## config.mk

```make
export PLATFORM = sky130hd
export DESIGN_NAME = uart_rx_ctrl
export DESIGN_NICKNAME = d
export VERILOG_FILES = /design/src/rtl/uart_rx_ctrl.sv
export SDC_FILE = /design/constraint.sdc
export NUM_CORES = 1
export LEC_CHECK = 0
export BUFFER_PORTS_ARGS = -buffer_cell sky130_fd_sc_hd__buf_4
export CAP_MARGIN = 20
export CELL_PAD_IN_SITES_DETAIL_PLACEMENT = 0
export CELL_PAD_IN_SITES_GLOBAL_PLACEMENT = 1
export CORE_UTILIZATION = 50
export CTS_CLUSTER_DIAMETER = 200
export DETAILED_ROUTE_END_ITERATION = 6
export GPL_TIMING_DRIVEN = 0
export PLACE_DENSITY = 0.8
export REMOVE_ABC_BUFFERS = 1
export SLEW_MARGIN = 20
export SYNTH_ARGS = -nofsm -noshare
export SYNTH_HDL_FRONTEND = slang
export SYNTH_SLANG_ARGS = --single-unit
```

## constraint.sdc

```tcl
create_clock -name clk_i -period 3.1 [get_ports clk_i]
set_input_delay 0.31 -clock clk_i [delete_from_list [all_inputs] [get_ports clk_i]]
set_output_delay 0.31 -clock clk_i [all_outputs]
set_load 0.05 [all_outputs]
```

## src/rtl/uart_rx_ctrl.sv

```systemverilog
// UART receive sequencer: rx enable FSM, FWFT byte FIFO, sticky rx interrupts.
// Pushed byte visible on rd_data_o the next cycle; a push into a full FIFO with no same-cycle pop is dropped and flagged.
module uart_rx_ctrl #(
  parameter int DEPTH       = 16,
  parameter int TO_W        = 8,
  parameter int BREAK_TICKS = 22,
  localparam int AW         = $clog2(DEPTH),
  localparam int BW         = $clog2(BREAK_TICKS)
) (
  input  logic            clk_i,
  input  logic            rst_i,
  input  logic            cfg_enable_i,
  input  logic [TO_W-1:0] cfg_timeout_i,
  input  logic [AW:0]     cfg_watermark_i,
  input  logic            rx_i,
  input  logic            tick_baud_i,
  input  logic            rx_idle_i,
  input  logic            rx_valid_i,
  input  logic [7:0]      rx_data_i,
  input  logic            frame_err_i,
  input  logic            parity_err_i,
  output logic            rx_enable_o,
  input  logic            fifo_clr_i,
  output logic            rd_valid_o,
  output logic [7:0]      rd_data_o,
  input  logic            rd_ready_i,
  output logic [AW:0]     fifo_level_o,
  input  logic [5:0]      intr_clr_i,
  output logic [5:0]      intr_o
);

  localparam logic [1:0] ST_OFF      = 2'd0;
  localparam logic [1:0] ST_ACTIVE   = 2'd1;
  localparam logic [1:0] ST_STOPPING = 2'd2;
  localparam logic [1:0] ST_BREAK    = 2'd3;

  logic [1:0]      state_q, state_d;
  logic [7:0]      mem [DEPTH];
  logic [AW-1:0]   wr_ptr_q, rd_ptr_q;
  logic [AW:0]     level_q;
  logic [BW-1:0]   brk_cnt_q;
  logic [TO_W-1:0] to_cnt_q;
  logic [5:1]      flags_q;
  logic [5:1]      flags_set;
  logic            rx_on, empty, full, pop, push_req, push, ovf_set;
  logic            brk_last, brk_det, to_zero, to_inc, to_set, wm;
  logic            unused_clr;

  // Bit 0 of the clear vector maps onto the non-sticky watermark.
  assign unused_clr = intr_clr_i[0];

  assign rx_on    = (state_q == ST_ACTIVE) || (state_q == ST_STOPPING);
  assign empty    = (level_q == '0);
  assign full     = (level_q == (AW+1)'(DEPTH));
  assign pop      = !empty && rd_ready_i;
  assign push_req = rx_valid_i && rx_on;
  assign push     = push_req && (!full || pop);
  assign ovf_set  = push_req && full && !pop && !fifo_clr_i;

  assign brk_last = (brk_cnt_q == BW'(BREAK_TICKS - 1));
  assign brk_det  = (state_q == ST_ACTIVE) && tick_baud_i && !rx_i && brk_last;

  assign to_zero  = push || pop || fifo_clr_i || empty;
  assign to_inc   = !to_zero && tick_baud_i && (to_cnt_q != '1);
  assign to_set   = to_inc && (cfg_timeout_i != '0) && ((to_cnt_q + TO_W'(1)) == cfg_timeout_i);

  assign flags_set = {brk_det, to_set, push_req && parity_err_i, push_req && frame_err_i, ovf_set};

  always_comb begin
    state_d = state_q;
    case (state_q)
      ST_OFF:      if (cfg_enable_i) state_d = ST_ACTIVE;
      ST_ACTIVE: begin
        if (brk_det)            state_d = ST_BREAK;
        else if (!cfg_enable_i) state_d = ST_STOPPING;
      end
      ST_STOPPING: if (rx_idle_i) state_d = ST_OFF;
      ST_BREAK:    if (rx_i && rx_idle_i) state_d = ST_ACTIVE;
      default:     state_d = ST_OFF;
    endcase
  end

  always_ff @(posedge clk_i) begin
    if (rst_i) begin
      state_q   <= ST_OFF;
      wr_ptr_q  <= '0;
      rd_ptr_q  <= '0;
      level_q   <= '0;
      brk_cnt_q <= '0;
      to_cnt_q  <= '0;
      flags_q   <= '0;
    end else begin
      state_q <= state_d;
      if (fifo_clr_i) begin
        wr_ptr_q <= '0;
        rd_ptr_q <= '0;
        level_q  <= '0;
      end else begin
        if (push) wr_ptr_q <= wr_ptr_q + AW'(1);
        if (pop)  rd_ptr_q <= rd_ptr_q + AW'(1);
        if (push && !pop)      level_q <= level_q + (AW+1)'(1);
        else if (pop && !push) level_q <= level_q - (AW+1)'(1);
      end
      // Saturating at the threshold keeps a long low line re-detectable on ACTIVE entry.
      if (rx_i)                          brk_cnt_q <= '0;
      else if (tick_baud_i && !brk_last) brk_cnt_q <= brk_cnt_q + BW'(1);
      if (to_zero)     to_cnt_q <= '0;
      else if (to_inc) to_cnt_q <= to_cnt_q + TO_W'(1);
      flags_q <= (flags_q & ~intr_clr_i[5:1]) | flags_set;
    end
  end

  always_ff @(posedge clk_i) begin
    if (push && !fifo_clr_i) mem[wr_ptr_q] <= rx_data_i;
  end

  assign wm           = (cfg_watermark_i != '0) && (level_q >= cfg_watermark_i);
  assign rx_enable_o  = (state_q != ST_OFF);
  assign rd_valid_o   = !empty;
  assign rd_data_o    = empty ? 8'h00 : mem[rd_ptr_q];
  assign fifo_level_o = level_q;
  assign intr_o       = {flags_q, wm};

endmodule

```

==> results.cfg <==
[status]
outcome = finished, final reports clean

[timing]
worst_pin_slew_ns = 1.136
setup_viol = 0
max_slew_margin = 0.2398
fmax_mhz = 340.1
hold_violations = 0
worst_slack_ns = 0.1595
slew_violations = 0
rsz0062_at_grt = no
fin_crit_ns = 2.941
post-route-period-util = 0.9486
fin_skew_ns = 0.008221

[synthesis]
syn-cell-area_mm2 = 0.007151
synth_edf_count = 128
synth.avg_cell_area_um2 = 15.18
yosys.cell_types.count = 50
ys.warnings.count = 0
synthFlopType = edfxtp_1
yosysSeqAreaShare = 0.6411
synth_cells = 471
async_reset_ff_frac = 0
ys_ff_latch = 165

[critical_path]
worstPathRequired_ns = 3.46
path_class = flop to flop
critical_path_arrival_ns = 3.31
crit_path_max_fanout = 8
startpoint_type = flop
end_kind = flop

[grt]
grt_remaining_overflow = 0
track_usage = 0.2131
first_global_vias = 4205
grt_start_max_net_pins = 33
antenna_found_initial = 0
grt_pass1_wl_um = 22480

[pwr]
leakagePower_nw = 2.823
powerDensity_mw_per_mm2 = 732.0
finalPower_mw = 6.188
ir_drop_v = 0.0004316

[finish]
syn2layout_area_growth_pct = 18.23
final_cell_mix = edfxtp_1, buf_4, nor2_1
drive_gt1_frac = 0.2711
layout_commonest_cell = edfxtp_1
insertedDiodeCount = 0
nets = 594

[detailed_routing]
dr.pass1.iters = 4
drt-total-wl_um = 14540
route.detailed.drc = 0
first_iter_violations = 312
ant_nets = 0
vias = 4143
wl_per_cell_um = 20.03
viasPerCell = 5.707

[place]
hpwl_um = 9097
pre_cts_ws_ns = -0.3953
gp_congestion = 0.8070
io_buffers = 57

[floorplan]
initial_core_util = 0.5132
pin_count = 59
die_w_um = 121.6
core_mm2 = 0.01393
fp-row-count = 43
fp.dieH_um = 121.6
die_area_mm2 = 0.01478

[clock_tree]
cts_tree = yes
clockBufferDepth = 2
numCtsBuffers = 17
clkLatencyLatePin_ns = 0.43
path_clk_slew_ns = 0.06
cts-root-buf = clkbuf_16
htreeDepth = 4
cts_sinks = 165

[min_path]
hold_class = input port to flop

[job]
max-cap-violations = 0
## power by group
group          switching [mW]  internal (mW)  leakage (nW)
clock network           0.845           1.42         0.294
logic                   0.867          0.546          1.08
registers              0.0855           2.43          1.45
## cell usage after synthesis (all sizes together) (2+ instances only)
library cell,n,share of area
o21ai,7,0.0054
nand2b,5,0.0044
nor3b,4,0.0042
and2,8,0.0070
nor4,4,0.0035
a211oi,4,0.0042
nor2b,5,0.0044
a31oi,4,0.0035
nand3,12,0.0084
nand2,19,0.010
dfxtp,37,0.10
or3,3,0.0026
edfxtp,128,0.54
nor3,14,0.0098
xor2,9,0.011
clkbuf,9,0.0047
nor2,47,0.025
or2,2,0.0017
nand4,4,0.0035
o211a,2,0.0028
nand3b,2,0.0021
inv,20,0.010
ha,21,0.037
a21o,2,0.0021
buf,9,0.0086
xnor2,15,0.018
a21oi,16,0.012
o21a,2,0.0021
o2111ai,2,0.0049
mux4,40,0.13
or4,3,0.0037
## flip-flops by register name, summed over array words and instances, names as in the netlist, named ones only
signal and count:
brk_cnt_q 5, fifo_level_o 5, flags_q 5, mem 128, rd_ptr_q 4, state_q 2
to_cnt_q 8, wr_ptr_q 4
## through the flow
stage               std cells  hold slack [ns]  setup TNS (ns)  area, um^2  utilization
floorplan                 453           0.3791         -0.6416        7056            -
finish                    726          0.09800               0        8454       0.6067
CTS                       722          0.08828               0        8397       0.6026
global placement          690           0.4576          -21.63        7709       0.5532
global route              726           0.1068               0        8454       0.6067
detailed placement        691           0.4666          -22.18        7736       0.5552
## final timing paths
path | start | to | slack (ns) | cells after the start
max | fifo_level_o[0] | fifo_level_o[4] | 0.16 | 9
min | rx_i | brk_cnt_q[0] | 0.1 | 2
max reg2reg | fifo_level_o[0] | fifo_level_o[4] | 0.16 | 9
min reg2reg | flags_q[2] | flags_q[2] | 0.48 | 2
## logic make-up after synthesis
logic type      count (synthesis)  synth area share
flops                         165            0.6411
simple gates                  133           0.09099
compound gates                 47           0.04620
mux                            42            0.1290
buf+inv                        38           0.02380
xor+xnor                       24           0.02940
fa+ha+maj                      22           0.03954
## final cells by class
cell class / count / area (um^2)
fill: 1043 / 5480
tap: 180 / 225.2
inverter: 20 / 75.07
multi-input combinational: 268 / 2426
clock buffer: 17 / 425.4
clock inverter: 14 / 210.2
sequential: 165 / 4589
timing repair buffer: 62 / 503.0
## per-layer routing
layer  global-route usage  part of all wire  vias up
met1               0.2716              0.42     2081
met4               0.1065             0.030        0
met3              0.03979             0.041       23
met5                    0                 0        -
met2               0.3509              0.50      113
li1                     -                 -     1926
## worst max-delay path: stages, from the launching register on
cell      delay (ns)
dfxtp_1         0.37
or4_4           0.59
o21ai_2         0.32
nand2_1         0.19
ha_1            0.34
nor2b_1         0.16
o21a_1          0.19
a2111o_1        0.41
a21o_1          0.20
a21oi_2         0.12
## repair_timing
item                                    4_1_cts  5_1_grt
setup buffers                                 0        4
hold buffers                                  0        0
endpoints found under the setup margin       89        5
hold endpoints to repair                      0        0
resized for setup                             6        0
pin swaps                                     0        0
Power figures use the tool's default switching activity.
